**config.mk**
```make
export PLATFORM = sky130hd
export DESIGN_NAME = mem_ctrl
export DESIGN_NICKNAME = d
export VERILOG_FILES = /design/src/rtl/mem_ctrl_pkg.sv /design/src/rtl/mem_byte_sequencer.sv /design/src/rtl/mem_ctrl.sv
export SDC_FILE = /design/constraint.sdc
export NUM_CORES = 1
export LEC_CHECK = 0
export ABC_CLOCK_PERIOD_IN_PS = 8700
export CORE_MARGIN = 3
export CORE_UTILIZATION = 62
export DETAILED_ROUTE_END_ITERATION = 7
export DONT_BUFFER_PORTS = 1
export PLACE_DENSITY = 0.78
export SYNTH_ARGS = -nofsm -noshare
export SYNTH_HDL_FRONTEND = slang
export SYNTH_HIERARCHICAL = 1
export SYNTH_SLANG_ARGS = --single-unit
```
**constraint.sdc**
```tcl
create_clock -name clk -period 8.7 [get_ports clk]
set_input_delay 0.435 -clock clk [delete_from_list [all_inputs] [get_ports clk]]
set_output_delay 0.435 -clock clk [all_outputs]
set_load 0.1 [all_outputs]
```
**src/rtl/mem_ctrl_pkg.sv**
```systemverilog
// Shared definitions for the byte-serial memory controller: request lengths,
// FSM states, IO space mask and length normalisation.
package mem_ctrl_pkg;
  localparam logic [2:0]  REQ8        = 3'd1;
  localparam logic [2:0]  REQ16       = 3'd2;
  localparam logic [2:0]  REQ32       = 3'd4;
  localparam logic [31:0] IO_MASK_DEF = 32'h0003_0000;
  localparam logic        TRUE        = 1'b1;
  localparam logic        FALSE       = 1'b0;

  typedef enum logic [1:0] {S_IDLE, S_READ, S_WRITE, S_DONE} state_t;

  // Index of the final byte; any unsupported length behaves as a word.
  function automatic logic [1:0] last_idx(input logic [2:0] len);
    case (len)
      REQ8:    return 2'd0;
      REQ16:   return 2'd1;
      default: return 2'd3;
    endcase
  endfunction
endpackage

```
**src/rtl/mem_byte_sequencer.sv**
```systemverilog
// Byte counter, address increment, store-byte select and little-endian
// assembly of read bytes for one serialised request.
module mem_byte_sequencer
  import mem_ctrl_pkg::*;
#(
  parameter int ADDR_W = 32
)(
  input  logic              clk,
  input  logic              rst,
  input  logic              i_start,
  input  logic              i_step,
  input  logic              i_capture,
  input  logic [ADDR_W-1:0] i_base,
  input  logic [2:0]        i_len,
  input  logic [31:0]       i_wdata,
  input  logic [7:0]        i_din,
  output logic [ADDR_W-1:0] o_addr_nxt,
  output logic [7:0]        o_byte_nxt,
  output logic              o_last_byte,
  output logic [31:0]       o_rdata_nxt
);
  logic [ADDR_W-1:0] r_base;
  logic [1:0]        r_cnt;
  logic [1:0]        r_last_idx;
  logic [31:0]       r_wdata;
  logic [31:0]       r_asm;
  logic [1:0]        w_cnt_inc;

  always_ff @(posedge clk or posedge rst) begin
    if (rst) begin
      r_base     <= '0;
      r_cnt      <= '0;
      r_last_idx <= '0;
      r_wdata    <= '0;
      r_asm      <= '0;
    end else if (i_start) begin
      r_base     <= i_base;
      r_cnt      <= '0;
      r_last_idx <= last_idx(i_len);
      r_wdata    <= i_wdata;
      r_asm      <= '0;
    end else begin
      if (i_capture) r_asm <= o_rdata_nxt;
      if (i_step)    r_cnt <= w_cnt_inc;
    end
  end

  assign w_cnt_inc   = r_cnt + 2'd1;
  assign o_last_byte = (r_cnt == r_last_idx);
  // Wraps naturally at the address width.
  assign o_addr_nxt  = r_base + ADDR_W'(r_cnt) + ADDR_W'(1);
  assign o_byte_nxt  = r_wdata[{w_cnt_inc, 3'b000} +: 8];

  // Assembled word including the byte arriving this cycle.
  always_comb begin
    o_rdata_nxt = r_asm;
    o_rdata_nxt[{r_cnt, 3'b000} +: 8] = i_din;
  end
endmodule

```
**src/rtl/mem_ctrl.sv**
```systemverilog
// Arbitrates the byte-wide RAM/IO port between instruction fetch and the
// load/store buffer, serialising each request into byte transfers.
module mem_ctrl
  import mem_ctrl_pkg::*;
#(
  parameter int                ADDR_W  = 32,
  parameter logic [ADDR_W-1:0] IO_MASK = ADDR_W'(IO_MASK_DEF)
)(
  input  logic              clk,
  input  logic              rst,
  input  logic              rdy,
  input  logic              jump_wrong,
  input  logic [7:0]        mem_din,
  output logic [7:0]        mem_dout,
  output logic [ADDR_W-1:0] mem_a,
  output logic              mem_wr,
  input  logic              io_buffer_full,
  input  logic              if_req,
  input  logic [ADDR_W-1:0] if_addr,
  output logic              if_done,
  output logic [31:0]       if_data,
  input  logic              lsb_read_signal,
  input  logic              lsb_write_signal,
  input  logic [2:0]        requiring_length,
  input  logic [ADDR_W-1:0] to_mem_addr,
  input  logic [31:0]       to_mem_data,
  output logic              mem_load_success,
  output logic              mem_store_success,
  output logic [31:0]       from_mem_data
);
  state_t            r_state, w_state_nxt;
  logic              r_src_if, r_rr_lsb_last;
  logic [ADDR_W-1:0] r_mem_a;
  logic [7:0]        r_mem_dout;
  logic              r_mem_wr;
  logic              r_if_done, r_load_ok, r_store_ok;
  logic [31:0]       r_if_data, r_ld_data;

  logic              w_lsb_req, w_accept, w_acc_if, w_acc_wr;
  logic              w_start, w_step, w_capture, w_last;
  logic [ADDR_W-1:0] w_acc_addr, w_addr_nxt;
  logic [2:0]        w_acc_len;
  logic [7:0]        w_byte_nxt;
  logic [31:0]       w_rdata_nxt;

  function automatic logic is_io(input logic [ADDR_W-1:0] a);
    return (a & IO_MASK) == IO_MASK;
  endfunction

  assign w_lsb_req  = lsb_read_signal | lsb_write_signal;
  assign w_acc_addr = w_acc_if ? if_addr : to_mem_addr;
  assign w_acc_len  = w_acc_if ? REQ32 : requiring_length;

  always_comb begin
    w_state_nxt = r_state;
    w_accept    = FALSE;
    w_acc_if    = FALSE;
    w_acc_wr    = FALSE;
    case (r_state)
      S_IDLE: if (!jump_wrong && (if_req || w_lsb_req)) begin
        w_accept    = TRUE;
        w_acc_if    = if_req && (!w_lsb_req || r_rr_lsb_last);
        w_acc_wr    = !w_acc_if && lsb_write_signal;
        w_state_nxt = w_acc_wr ? S_WRITE : S_READ;
      end
      S_READ: begin
        if (jump_wrong)  w_state_nxt = S_IDLE;
        else if (w_last) w_state_nxt = S_DONE;
      end
      S_WRITE: if (r_mem_wr && w_last) w_state_nxt = S_DONE;
      S_DONE:  w_state_nxt = S_IDLE;
      default: w_state_nxt = S_IDLE;
    endcase
  end

  always_ff @(posedge clk or posedge rst) begin
    if (rst)      r_state <= S_IDLE;
    else if (rdy) r_state <= w_state_nxt;
  end

  assign w_start   = rdy && w_accept;
  assign w_capture = rdy && (r_state == S_READ) && !jump_wrong;
  assign w_step    = rdy && !w_last &&
                     (((r_state == S_READ) && !jump_wrong) ||
                      ((r_state == S_WRITE) && r_mem_wr));

  mem_byte_sequencer #(.ADDR_W(ADDR_W)) u_seq (
    .clk         (clk),
    .rst         (rst),
    .i_start     (w_start),
    .i_step      (w_step),
    .i_capture   (w_capture),
    .i_base      (w_acc_addr),
    .i_len       (w_acc_len),
    .i_wdata     (to_mem_data),
    .i_din       (mem_din),
    .o_addr_nxt  (w_addr_nxt),
    .o_byte_nxt  (w_byte_nxt),
    .o_last_byte (w_last),
    .o_rdata_nxt (w_rdata_nxt)
  );

  always_ff @(posedge clk or posedge rst) begin
    if (rst) begin
      r_src_if      <= 1'b0;
      r_rr_lsb_last <= 1'b0;
      r_mem_a       <= '0;
      r_mem_dout    <= '0;
      r_mem_wr      <= 1'b0;
      r_if_done     <= 1'b0;
      r_load_ok     <= 1'b0;
      r_store_ok    <= 1'b0;
      r_if_data     <= '0;
      r_ld_data     <= '0;
    end else if (rdy) begin
      r_if_done  <= 1'b0;
      r_load_ok  <= 1'b0;
      r_store_ok <= 1'b0;
      case (r_state)
        S_IDLE: if (w_accept) begin
          r_src_if      <= w_acc_if;
          r_rr_lsb_last <= !w_acc_if;
          r_mem_a       <= w_acc_addr;
          if (w_acc_wr) begin
            r_mem_dout <= to_mem_data[7:0];
            r_mem_wr   <= !(is_io(to_mem_addr) && io_buffer_full);
          end
        end
        S_READ: if (!jump_wrong) begin
          if (w_last) begin
            if (r_src_if) begin
              r_if_done <= 1'b1;
              r_if_data <= w_rdata_nxt;
            end else begin
              r_load_ok <= 1'b1;
              r_ld_data <= w_rdata_nxt;
            end
          end else begin
            r_mem_a <= w_addr_nxt;
          end
        end
        // r_mem_wr low in WRITE means the current byte is parked on a full IO buffer.
        S_WRITE: begin
          if (r_mem_wr) begin
            if (w_last) begin
              r_mem_wr   <= 1'b0;
              r_store_ok <= 1'b1;
            end else begin
              r_mem_a    <= w_addr_nxt;
              r_mem_dout <= w_byte_nxt;
              r_mem_wr   <= !(is_io(w_addr_nxt) && io_buffer_full);
            end
          end else if (!(is_io(r_mem_a) && io_buffer_full)) begin
            r_mem_wr <= 1'b1;
          end
        end
        default: ;
      endcase
    end
  end

  assign mem_a             = r_mem_a;
  assign mem_dout          = r_mem_dout;
  assign mem_wr            = r_mem_wr & rdy;
  assign if_done           = r_if_done;
  assign if_data           = r_if_data;
  assign mem_load_success  = r_load_ok;
  assign mem_store_success = r_store_ok;
  assign from_mem_data     = r_ld_data;
endmodule

```
After elaboration in Yosys (flattened, before gate mapping) --
Cells that the tools add are included.
Operators by class: $add $sub $neg 4, equal/unequal tests 17, shifts and indexed selects 3, muxes and demuxes 47, bitwise logic cells 4, reduce and logical (&&, ||, !) cells 36
Operators with widths (number):
- $mux W32 | 7
- $pmux W32 S3 | 1
- $add A32 B1 Y32 const B | 1
- $add A32 B2 Y32 | 1
- $bwmux W32 | 1
- $mux W8 | 4
- $shift A8 B7 Y32 const A | 1
- $shiftx A32 B6 Y8 | 1
- $shiftx A8 B7 Y32 | 1
- $mux W1 | 22
- $pmux W8 S2 | 1
- $reduce_and A5 Y1 | 3
- $logic_and A1 B1 Y1 | 14
- $mux W2 | 7
- $ne A2 B2 Y1 const B | 7
- $eq A2 B2 Y1 const B | 5
- $pmux W2 S4 | 1
- $reduce_and A4 Y1 | 2
- $logic_not A1 Y1 | 7
- $neg A5 Y7 | 1
- $reduce_and A6 Y1 | 1
- $reduce_bool A2 Y1 | 3
- $pmux W2 S2 | 1
- $eq A3 B1 Y1 const B | 1
- 14 further kinds | 17
Storage, ports and cells: flip-flop bits (word level) 212

Depth between registers and ports, before layout --
Gate-level depths: netlist of run 1.
word-level depth 11, depth in mapped cells 12, gate-level depth less buffers 11

Modules after synthesis --
The synthesis of run 1 kept the hierarchy.
Modules (own cells, without submodules):
- mem_ctrl | times used 1, cells an instance 558, area an instance 6099.6 sq um
- mem_byte_sequencer | times used 1, cells an instance 486, area an instance 5243.8 sq um

Worst setup path before layout of run 1 --
Ideal clock, no wire load.
path kind register to register, start point reg u_seq.r_cnt[0], end point reg r_mem_wr, setup time 0.122 ns, data arrival time 2.968 ns, data required time 8.578 ns, slack 5.610 ns, stages on the path, launching flop included 13, period minus slack after synthesis 3.090 ns, cells stage by stage dfrtp_1 > buf_1 > inv_1 > ha_1 > fa_1 > nand4b_1 > nor4_4 > nand4_1 > xnor2_1 > nand3_1 > a31oi_1 > nand2_1 > a32o_1
Between the ends: word-level cells in the longest chain between the ends 8, elaborated cells between the ends (all ways) 9, those cells by class add/sub (2); eq/ne (2); mux (3); reduce/logical (2)
RTL lines:
- from (decl) | line mem_byte_sequencer.sv:23 | logic [1:0] r_cnt;
- from (signal assigned) | line mem_byte_sequencer.sv:44 | if (i_step) r_cnt <= w_cnt_inc;
- $add A32 B2 Y32 | line mem_byte_sequencer.sv:51 | assign o_addr_nxt = r_base + ADDR_W'(r_cnt) + ADDR_W'(1);
- $add A32 B1 Y32 | line mem_byte_sequencer.sv:51
- via w_addr_nxt[16] | line mem_ctrl.sv:41 | logic [ADDR_W-1:0] w_acc_addr, w_addr_nxt;
- $eq A2 B2 Y1 | line mem_ctrl.sv:47 | return (a & IO_MASK) == IO_MASK;
- $logic_and A1 B1 Y1 | line mem_ctrl.sv:151 | r_mem_wr <= !(is_io(w_addr_nxt) && io_buffer_full);
- $logic_not A1 Y1 | line mem_ctrl.sv:151
- $mux W1 | line mem_ctrl.sv:145 | if (w_last) begin
- $mux W1 | line mem_ctrl.sv:144 | if (r_mem_wr) begin
- $pmux W1 S2 | line mem_ctrl.sv:119 | case (r_state)
- to (signal assigned) | line mem_ctrl.sv:126 | r_mem_wr <= !(is_io(to_mem_addr) && io_buffer_full);
- to (signal assigned) | line mem_ctrl.sv:151
- to (decl) | line mem_ctrl.sv:35 | logic r_mem_wr;
The timed path passes the listed nets, and every way through them passes these cells. A chain may end at the register's enable or synchronous reset.

Worst setup path in the final report of run 1 --
Ends and elaborated chain as after synthesis.

==> results of run 1 <==
[layer usage]
layer  vias up  wire, um
met1      3949     10800
met4         0       873
met2       313     13900
met3        60      2320
li1       3626         -
met5         -         0
[registers in the layout, indices dropped and copies added, names as in the netlist, 2 cells and up]
| signal | cells |
|---|---|
| from_mem_data | 32 |
| if_data | 32 |
| mem_a | 32 |
| u_seq/r_asm | 32 |
| u_seq/r_base | 32 |
| u_seq/r_wdata | 32 |
| mem_dout | 8 |
| r_state | 2 |
| u_seq/r_cnt | 2 |
| u_seq/r_last_idx | 2 |
[layout make-up]
type	instances	area [um^2]
tap	225	282
antenna	2	5.00
timing repair buffer	14	110
fill	1290	5510
multi-input combinational	732	5550
inverter	26	103
clock buffer	34	677
clock inverter	8	57.6
sequential	212	5310
[kinds of logic (layout without fill, tap and decap cells)]
logic type	count (synthesis)	in the layout	share of synthesized area
compound gates	199	199	0.137
flops	212	212	0.468
fa+ha+maj	11	11	0.0128
xor+xnor	34	34	0.0263
buf+inv	100	82	0.0447
other cells	0	2	0
mux	151	151	0.167
simple gates	337	337	0.144
[per-stage QoR]
stage | cells | area [um^2] | setup slack, ns | hold slack [ns] | util
after floorplan | 1044 | 11300 | 5.31 | 0.475 | -
after global placement | 1207 | 11300 | 5.27 | 0.341 | 0.644
after detailed placement | 1207 | 11300 | 5.15 | 0.343 | 0.644
after CTS | 1251 | 12100 | 5.11 | 0.0364 | 0.687
after global routing | 1253 | 12100 | 4.74 | 0.0439 | 0.687
final | 1253 | 12100 | 5.08 | 0.0497 | 0.687
[path summary, 6_finish.rpt]
check	slack (ns)	cells after the start	end
max	5.08	11	r_mem_wr$_DFFE_PP0P_
min	0.05	1	if_done$_DFFE_PP0P_
max reg2reg	5.08	11	r_mem_wr$_DFFE_PP0P_
min reg2reg	0.50	1	u_seq/r_wdata[1]$_DFFE_PP0P_
max in group asynchronous	6.82	3	mem_a[2]$_DFFE_PP0P_
min in group asynchronous	0.47	2	mem_a[27]$_DFFE_PP0P_
[layout by cell type, fill, tap and decap left out, types with 5 or more instances in the layout]
master       n
nor2b_1     34
o31ai_2     29
clkinv_2     6
and2_1       5
a311oi_1    24
a21oi_1     38
ha_1         9
mux2_2     113
clkbuf_8     6
mux4_2       8
buf_4       12
clkbuf_1     5
nand2_1    172
dfrtp_1    212
nand4_1     10
nand3_1     15
mux2_4      29
clkbuf_16   23
a32oi_1      8
xnor2_1     27
o21ai_0     44
inv_1       24
a31o_2      32
nand2b_1    26
nor2_1      46
xor2_1       7
[cell usage after synthesis, types with 2 or more instances]
cell type,n
dfrtp_1,212
nand2_1,172
mux2_2,113
nor2_1,46
o21ai_0,44
a21oi_1,38
nor2b_1,34
a31o_2,32
clkbuf_1,31
mux2_4,29
o31ai_2,29
xnor2_1,27
inv_1,26
nand2b_1,26
a311oi_1,24
buf_2,24
nand3_1,15
ha_1,10
nand4_1,10
buf_1,9
a32oi_1,8
mux4_2,8
buf_6,7
xor2_1,7
and2_1,5
a31oi_1,4
nor3_1,4
buf_12,3
o22ai_1,3
o31ai_1,3
a21o_1,2
and3_1,2
and4b_1,2
nand3_2,2
nor3b_1,2
o22a_1,2
==> metrics.yaml, run 1 <==
die_h_um: 141
drtPass1Iterations: 5
hp-class: "in -> reg"
path_max_fanout: 17
critPathBufInv: 1
async_reset_ff_frac: 1.00
die_area_mm2: 0.0200
grtUsageTotal: 0.281
synthTopCellsByArea: "dfrtp_1 47%, mux2_2 11%, nand2_1 5.7%"
hold_buffers: 2
min_from: "rdy"
grtUsageMet1: 0.354
grt_use_met2: 0.479
use_met3: 0.0704
fmax_mhz: 276
io-pin-count: 223
dr_total_vias: 7948
first_iter_violations: 526
maxSlewHeadroom: 0.302
crit_path_start_kind: "flop"
syn-instance-count: 1044
cp-end-kind: "flop"
yosysTopAreaCell: "dfrtp_1"
initial_utilization: 0.645
yosys_warnings: 6
syn_nets: 1170
cts.sinks: 212
reg2reg_from: "u_seq/r_cnt[0]$_DFFE_PP0P_"
cts_made_buffers: 23
fp.dieW_um: 141
grt_max_degree: 83
grt_pass1_vias: 8358
wl_um: 27900
rsz0062_at_grt: "no"
htreeDepth: 1
port_buffers: 0
cts_setup_buffers: 0
yosys_most_used_dff: "dfrtp_1"
clock_tree.buffer_depth: 3
antenna_left: 0
finalSetupViolCount: 0
ys_seq_area_frac: 0.468
finalHoldViolations: 0
insertion_delay_ns: 0.52
synth_edf_count: 0
tightest_slew_ns: 1.05
cts_resized: 0
rows: 48
cap_viol_max_count: 0
antenna_found_initial: 2
drc_errors: 0
status: "completed"
syn2layout_area_growth_pct: 6.56
fin_skew_ns: 0.0133
path_class: "reg -> reg"
crit_path_cell_trace: "inv_1 > ha_1 > fa_1 > nand4b_1 > nor4_4 > nand4_1 > xnor2_1 > nand3_1 > a31oi_1 > nand2_1 > a32o_1"
coreArea_mm2: 0.0176
ys_seq_elements: 212
syn_area_mm2: 0.0113
drive_gt1_frac: 0.277
fin_tns_setup_ns: 0
synth_cell_types: 65
post-route-min-period_ns: 3.62
cp_data_arrival_time_ns: 4.03
cp_top_family: "simple AND/OR/NAND/NOR gates"
fin_crit_sh: 0.416
slowest_delay_ns: 0.80
gr-max-usage-layer: "met2"
place.gp.congestion: 0.833
grt_pass1_wl_um: 45400
wl_per_cell_um: 22.3
cts_tree: "built"
worstPathRequired_ns: 9.11
vias_per_cell: 6.34
clk_pin_slew_ns: 0.06
critPathLaunch: "u_seq/r_cnt[0]$_DFFE_PP0P_"
hpwlAfterDp_um: 18500
postSynthAreaPerCell_um2: 10.9
nets: 1135
slew_violations: 0
grt.overflow.total: 0
critPathSlowestCell: "dfrtp_1"
clk_root_buffer_cell: "clkbuf_16"
synth_top_area_frac: 0.468
Power of run 1 is left out: the tool's default activity adds up to more than one toggle a clock period on the data nets, which glitch-free logic cannot reach.
==> run 2: changes to the inputs <==
--- a/config.mk
+++ b/config.mk
@@ -5,12 +5,13 @@
 export SDC_FILE = /design/constraint.sdc
 export NUM_CORES = 1
 export LEC_CHECK = 0
-export ABC_CLOCK_PERIOD_IN_PS = 8700
+export ABC_AREA = 1
+export ABC_CLOCK_PERIOD_IN_PS = 3100
 export CORE_MARGIN = 3
-export CORE_UTILIZATION = 62
+export CORE_UTILIZATION = 58
 export DETAILED_ROUTE_END_ITERATION = 7
 export DONT_BUFFER_PORTS = 1
-export PLACE_DENSITY = 0.78
+export PLACE_DENSITY = 0.76
 export SYNTH_ARGS = -nofsm -noshare
 export SYNTH_HDL_FRONTEND = slang
 export SYNTH_HIERARCHICAL = 1
==> constraint.sdc (replaced) <==
create_clock -name clk -period 3.1 [get_ports clk]
set_input_delay 0.155 -clock clk [delete_from_list [all_inputs] [get_ports clk]]
set_output_delay 0.155 -clock clk [all_outputs]
set_load 0.1 [all_outputs]
==> metrics.yaml, run 2 <==
gr-max-usage-layer: "met2"
fin_skew_ns: 0.00917
yosys.cell_count.top_type: "nand2_1"
post-route-min-period_ns: 2.91
hpwlAfterDp_um: 20700
cp_data_arrival_time_ns: 3.30
grt_pass1_vias: 10300
first_iter_violations: 933
path_class: "reg -> reg"
final_cell_mix: "613 x nand2_1, 212 x dfrtp_1, 142 x dlygate4sd3_1, 121 x inv_1, 119 x nor2_1"
syn-instance-count: 1496
synth_cell_types: 37
synth-simple-area-share: 0.316
crit_path_cell_trace: "inv_2 > ha_1 > fa_1 > nor2_4 > nand2_4 > nor2_2 > xor2_1 > nand3_1 > nand4_1 > nand3_1 > nand3_1 > dlygate4sd3_1 > nand2_1"
initial_utilization: 0.604
ys_seq_elements: 212
synthMuxAreaShare: 0
use_met3: 0.0685
die_area_mm2: 0.0208
dr_total_vias: 10600
synth_compound_area_frac: 0.106
critPathSlowestCell: "dlygate4sd3_1"
dp_slack_ns: 0.758
cts_tree: "built"
combinationalPowerShare: 0.319
port_buffers: 0
fin_crit_sh: 0.938
swShare: 0.537
sequentialPowerShare: 0.499
p_int_mw: 7.17
antenna_left: 0
status: "completed"
peakVddDrop_uv: 751
cp-end-kind: "flop"
worstPathRequired_ns: 3.50
wl_um: 32800
antenna_found_initial: 0
place.gp.congestion: 0.944
switchingPower_mw: 8.33
drive_gt1_frac: 0.0723
synth_edf_count: 0
fmax_mhz: 344
tightest_slew_ns: 0.997
yosys_warnings: 6
nets: 1741
fin_cells: 1863
placedCellCount: 1677
final_cell_area_mm2: 0.0134
synthAdderAreaFrac: 0.0131
rows: 49
coreArea_mm2: 0.0183
slowest_delay_ns: 0.57
crit_path_start_kind: "flop"
finalHoldViolations: 0
p_clk_frac: 0.182
clk_pin_slew_ns: 0.06
vias_per_cell: 5.68
fp.dieW_um: 144
grt.overflow.total: 0
p_leak_nw: 6.42
post_dp_cell_area_mm2: 0.0112
fin_tns_setup_ns: 0
htreeDepth: 1
crit_top_cell: "nand3_1"
syn_area_mm2: 0.0111
grtUsageMet1: 0.405
yosys_most_used_dff: "dfrtp_1"
grt_max_degree: 67
io-pin-count: 223
fin_ws_ns: 0.193
final_common_cell: "nand2_1"
async_reset_ff_frac: 1.00
cts.sinks: 212
drtPass1Iterations: 5
yosysTopAreaCell: "dfrtp_1"
maxSlewHeadroom: 0.335
clock_tree.buffer_depth: 3
fin_util: 0.732
insertion_delay_ns: 0.51
wl_per_cell_um: 17.6
ys_seq_area_frac: 0.479
finalSetupViolCount: 0
grt_pass1_wl_um: 51900
cts_made_buffers: 23
cts_resized: 0
grt_use_met2: 0.508
grtUsageTotal: 0.309
drc_errors: 0
synthTopCellsByArea: "dfrtp_1 48%, nand2_1 21%, o21ai_1 4.2%"
synth_common_cells: "613 x nand2_1, 212 x dfrtp_1, 124 x inv_1"
slew_violations: 0
synth_xor_xnor_area_share: 0.0103
die_h_um: 144
hp-class: "in -> reg"
syn2layout_area_growth_pct: 21.1
clk_root_buffer_cell: "clkbuf_16"
rsz0062_at_grt: "no"
path_max_fanout: 11
syn_nets: 1622
postSynthAreaPerCell_um2: 7.41
synth_top_family_by_area: "simple AND/OR/NAND/NOR gates"
cap_viol_max_count: 0
power_density_mw_per_mm2: 1160
synth_top_area_frac: 0.479
==> run 2: changes by cell type after synthesis, sizes merged, moves of 24 or more <==
cell | before | now
a31o | 32 | 0
nand3 | 17 | 73
mux2 | 142 | 0
nand2 | 173 | 624
nand2b | 27 | 0
xnor2 | 27 | 2
o21ai | 45 | 169
a21oi | 38 | 3
o31ai | 32 | 0
nor2 | 46 | 139
o22ai | 3 | 39
inv | 26 | 132
a311oi | 24 | 0
nor2b | 35 | 0
==> run 2: metrics by stage <==
step           total power, mW  hold slack, ns
6_report                  15.5          0.0187
2_1_floorplan             11.0           0.267
5_1_grt                   16.3          0.0321
3_3_place_gp              12.0           0.202
4_1_cts                   15.3         0.00357
3_5_place_dp              12.1           0.214
==> run 2: final timing paths <==
kind,from,to,slack (ns),cells after the start
worst max-delay path,u_seq/r_cnt[0]$_DFFE_PP0P_,r_mem_wr$_DFFE_PP0P_,0.19,13
worst min-delay path,mem_din[5],u_seq/r_asm[29]$_DFFE_PP0P_,0.02,4
worst max register to register,u_seq/r_cnt[0]$_DFFE_PP0P_,r_mem_wr$_DFFE_PP0P_,0.19,13
worst min register to register,u_seq/r_wdata[26]$_DFFE_PP0P_,u_seq/r_wdata[26]$_DFFE_PP0P_,0.47,2
max in group asynchronous,rst,u_seq/r_wdata[17]$_DFFE_PP0P_,2.03,3
min in group asynchronous,rst,u_seq/r_base[15]$_DFFE_PP0P_,0.35,2
==> run 2: kinds of logic after synthesis <==
group,Yosys count
flops,212
xor+xnor,13
buf+inv,201
compound gates,214
simple gates,845
fa+ha+maj,11
==> run 2: area by class of cell <==
type                    count  area (um^2)
fillers                  1370         4910
flip-flops and latches    212         5310
multi-input cells        1083         4940
clock inverters            11          138
well taps                 229          287
inverters                 132          507
repair buffers            163         1590
diodes                      2         5.00
clock buffers              31          646
==> run 2: worst max-delay path, delay by kind of cell (launching register included) <==
kind	cells	cell delay, ns
simple gates	8	0.81
buf+inv	2	0.71
fa+ha+maj	2	0.73
flops	1	0.37
xor+xnor	1	0.19
==> run 2: what timing repair did <==
action | 4_1_cts | 5_1_grt
hold buffers | 142 | 0
hold endpoints to repair | 318 | 0
endpoints found under the setup margin | 0 | 0
setup buffers | 0 | 0
==> run 2: power groups by stage <==
stage | sequential [mW] | combinational (mW) | clock (mW)
detailed placement | 7.75 | 4.37 | 0
global route | 7.84 | 5.50 | 3.00
CTS | 7.71 | 4.77 | 2.86
floorplan | 7.57 | 3.42 | 0
global placement | 7.73 | 4.27 | 0
finish | 7.74 | 4.94 | 2.83
==> run 2: routing by layer <==
layer / share of wire / routed length, um
met1: 0.38 / 12600
met3: 0.10 / 3340
met4: 0.037 / 1200
met5: 0 / 0
met2: 0.48 / 15700
No activity file was read; power rests on OpenSTA's default activity.
==> run 3: changes to the inputs <==
--- a/config.mk
+++ b/config.mk
@@ -14,5 +14,4 @@
 export PLACE_DENSITY = 0.76
 export SYNTH_ARGS = -nofsm -noshare
 export SYNTH_HDL_FRONTEND = slang
-export SYNTH_HIERARCHICAL = 1
 export SYNTH_SLANG_ARGS = --single-unit
==> metrics.yaml, run 3 <==
first_iter_violations: 841
vias_per_cell: 5.72
final_cell_mix: "442 x nand2_1, 212 x dfrtp_1, 175 x o21ai_0, 112 x inv_1"
synthMuxAreaShare: 0
cts.sinks: 212
fin_crit_sh: 0.848
r2r_setup_slack_ns: 0.47
drive_gt1_frac: 0.0661
crit_path_cell_trace: "inv_1 > ha_1 > nand3_2 > nor2_4 > buf_4 > o21ai_0 > dlygate4sd3_1 > nand2_1"
combinationalPowerShare: 0.273
syn_area_mm2: 0.0105
swShare: 0.559
total_power_mw: 15.2
r2r-end: "u_seq.r_last_idx[0]$_DFFE_PP0P_"
grtUsageTotal: 0.291
p_clk_frac: 0.174
antenna_found_initial: 0
fin_util: 0.694
cts_tree: "built"
hpwlAfterDp_um: 19700
dp_slack_ns: 0.613
port_buffers: 0
cp-end-kind: "flop"
multi_input_area_mm2: 0.00440
yosysTopAreaCell: "dfrtp_1"
hold_ws_ns: 0.00894
synthTopCellsByArea: "dfrtp_1 51%, nand2_1 16%, o21ai_0 8.4%"
fp.dieW_um: 140
antenna_left: 0
dr_total_vias: 9342
path_class: "reg -> reg"
maxSlewHeadroom: 0.341
slowest_delay_ns: 0.65
wl_um: 29000
worstPathRequired_ns: 3.54
switchingPower_mw: 8.48
cap_viol_max_count: 0
async_reset_ff_frac: 1.00
fin_tns_setup_ns: 0
cts_made_buffers: 22
finalSetupViolCount: 0
clock_tree.buffer_depth: 3
rows: 48
finalHoldViolations: 0
post-route-min-period_ns: 2.63
htreeDepth: 1
synth_xor_xnor_area_share: 0.00838
critPathBufInv: 3
post_dp_cell_area_mm2: 0.0106
synth_top_area_frac: 0.507
cp_data_arrival_time_ns: 3.07
synthAdderAreaFrac: 0.0139
peakVddDrop_uv: 987
synth-simple-area-share: 0.254
met1_length_um: 13100
dr_wl_met3_um: 2560
path_max_fanout: 55
final_cell_area_mm2: 0.0121
fin_cells: 1634
die_h_um: 140
postSynthAreaPerCell_um2: 7.80
syn_nets: 1466
rsz0062_at_grt: "no"
drc_errors: 0
synth_compound_area_frac: 0.144
ys_seq_area_frac: 0.507
grt_pass1_wl_um: 47300
critPathSlowestCell: "dlygate4sd3_1"
hp-class: "in -> reg"
insertion_delay_ns: 0.51
fillers: 1391
wl_per_cell_um: 17.7
worstHoldEndpoint: "r_state[1]$_DFFE_PP0P_"
synth_top_family_by_area: "simple AND/OR/NAND/NOR gates"
dr.max_layer_used: "met4"
synth_cell_types: 36
reg2reg_from: "r_state[1]$_DFFE_PP0P_"
syn2layout_area_growth_pct: 16.0
synth_edf_count: 0
yosys_warnings: 0
p_leak_nw: 5.69
ys_seq_elements: 212
drtPass1Iterations: 6
grt_max_degree: 61
clk_pin_slew_ns: 0.06
synth_common_cells: "442 x nand2_1, 212 x dfrtp_1, 175 x o21ai_0"
grt_pass1_vias: 8890
p_int_mw: 6.70
die_area_mm2: 0.0197
power_density_mw_per_mm2: 1250
syn-instance-count: 1340
tightest_slew_ns: 0.988
sequentialPowerShare: 0.553
fin_skew_ns: 0.0209
fin_ws_ns: 0.470
final-seq-area_mm2: 0.00531
initial_utilization: 0.598
io-pin-count: 223
coreArea_mm2: 0.0175
route.met2.wl_um: 12900
cp_top_family: "buffers and inverters"
slew_violations: 0
clk_root_buffer_cell: "clkbuf_16"
status: "completed"
nets: 1521
crit_path_start_kind: "flop"
yosys_most_used_dff: "dfrtp_1"
place.gp.congestion: 0.957
grt.overflow.total: 0
placedCellCount: 1518
whs_path_depth: 4
yosys.cell_count.top_type: "nand2_1"
r2r_cells: 8
min_from: "lsb_write_signal"
fmax_mhz: 380
final_common_cell: "nand2_1"
## run 3: cell count changes in the layout (fill, tap and decap cells not counted), moves of 10 or more
cell           delta
o211ai_1         +12
nand3_1          +10
nor2_1           -41
nand2_1         -171
o21ai_1          -84
or2_2            +19
a21oi_1          +34
a22oi_1          +12
dlygate4sd3_1    -64
o21ai_0         +101
## run 3: power by group through the flow
stage / Clock [mW] / Sequential [mW] / Combinational, mW
3_3_place_gp: 0 / 8.40 / 3.86
2_1_floorplan: 0 / 8.24 / 2.96
4_1_cts: 2.66 / 8.37 / 4.11
3_5_place_dp: 0 / 8.41 / 3.97
6_report: 2.65 / 8.39 / 4.14
5_1_grt: 2.79 / 8.51 / 4.73
## run 3: worst max-delay path by stage
stage                                    start                              end  slack, ns  cells past startpoint
detailed placement  u_seq.r_cnt[1]$_DFFE_PP0P_       u_seq.r_asm[2]$_DFFE_PP0P_       0.61                      7
CTS                     r_state[1]$_DFFE_PP0P_  u_seq.r_last_idx[0]$_DFFE_PP0P_       0.54                      8
global placement        r_state[0]$_DFFE_PP0P_             mem_a[2]$_DFFE_PP0P_       0.72                      9
global route            r_state[0]$_DFFE_PP0P_  u_seq.r_last_idx[0]$_DFFE_PP0P_       0.22                      8
floorplan                                  rst     from_mem_data[0]$_DFFE_PP0P_       0.19                      1
finish                  r_state[1]$_DFFE_PP0P_  u_seq.r_last_idx[0]$_DFFE_PP0P_       0.47                      8
## run 3: cells by family after synthesis
kind of cell    count (synthesis)
simple gates                  643
xor+xnor                       10
fa+ha+maj                      11
buf+inv                       185
compound gates                279
flops                         212
## run 3: layer usage
metal  global-route usage  up-vias
met4               0.0586        0
met3               0.0560       37
met2                0.442      451
met1                0.442     4417
li1                     -     4437
met5                    0        -
## run 3: area by class of cell
type,count,share of cell area
inverters,123,0.0386
flip-flops and latches,212,0.437
multi-input cells,943,0.363
repair buffers,93,0.0778
well taps,225,0.0232
clock inverters,7,0.00856
diodes,1,0.000206
clock buffers,30,0.0512
## run 3: timing repair
action,CTS,global route
buffers inserted,0,0
endpoints found under the hold margin,116,1
hold buffers,77,1
resized for setup,0,0
setup endpoints to repair,0,0
## run 3: worst register-to-register path, cell delays in order, from the launching register on
cell           delay, ns
dfrtp_1             0.39
inv_1               0.10
ha_1                0.25
nand3_2             0.20
nor2_4              0.14
buf_4               0.46
o21ai_0             0.31
dlygate4sd3_1       0.66
nand2_1             0.06
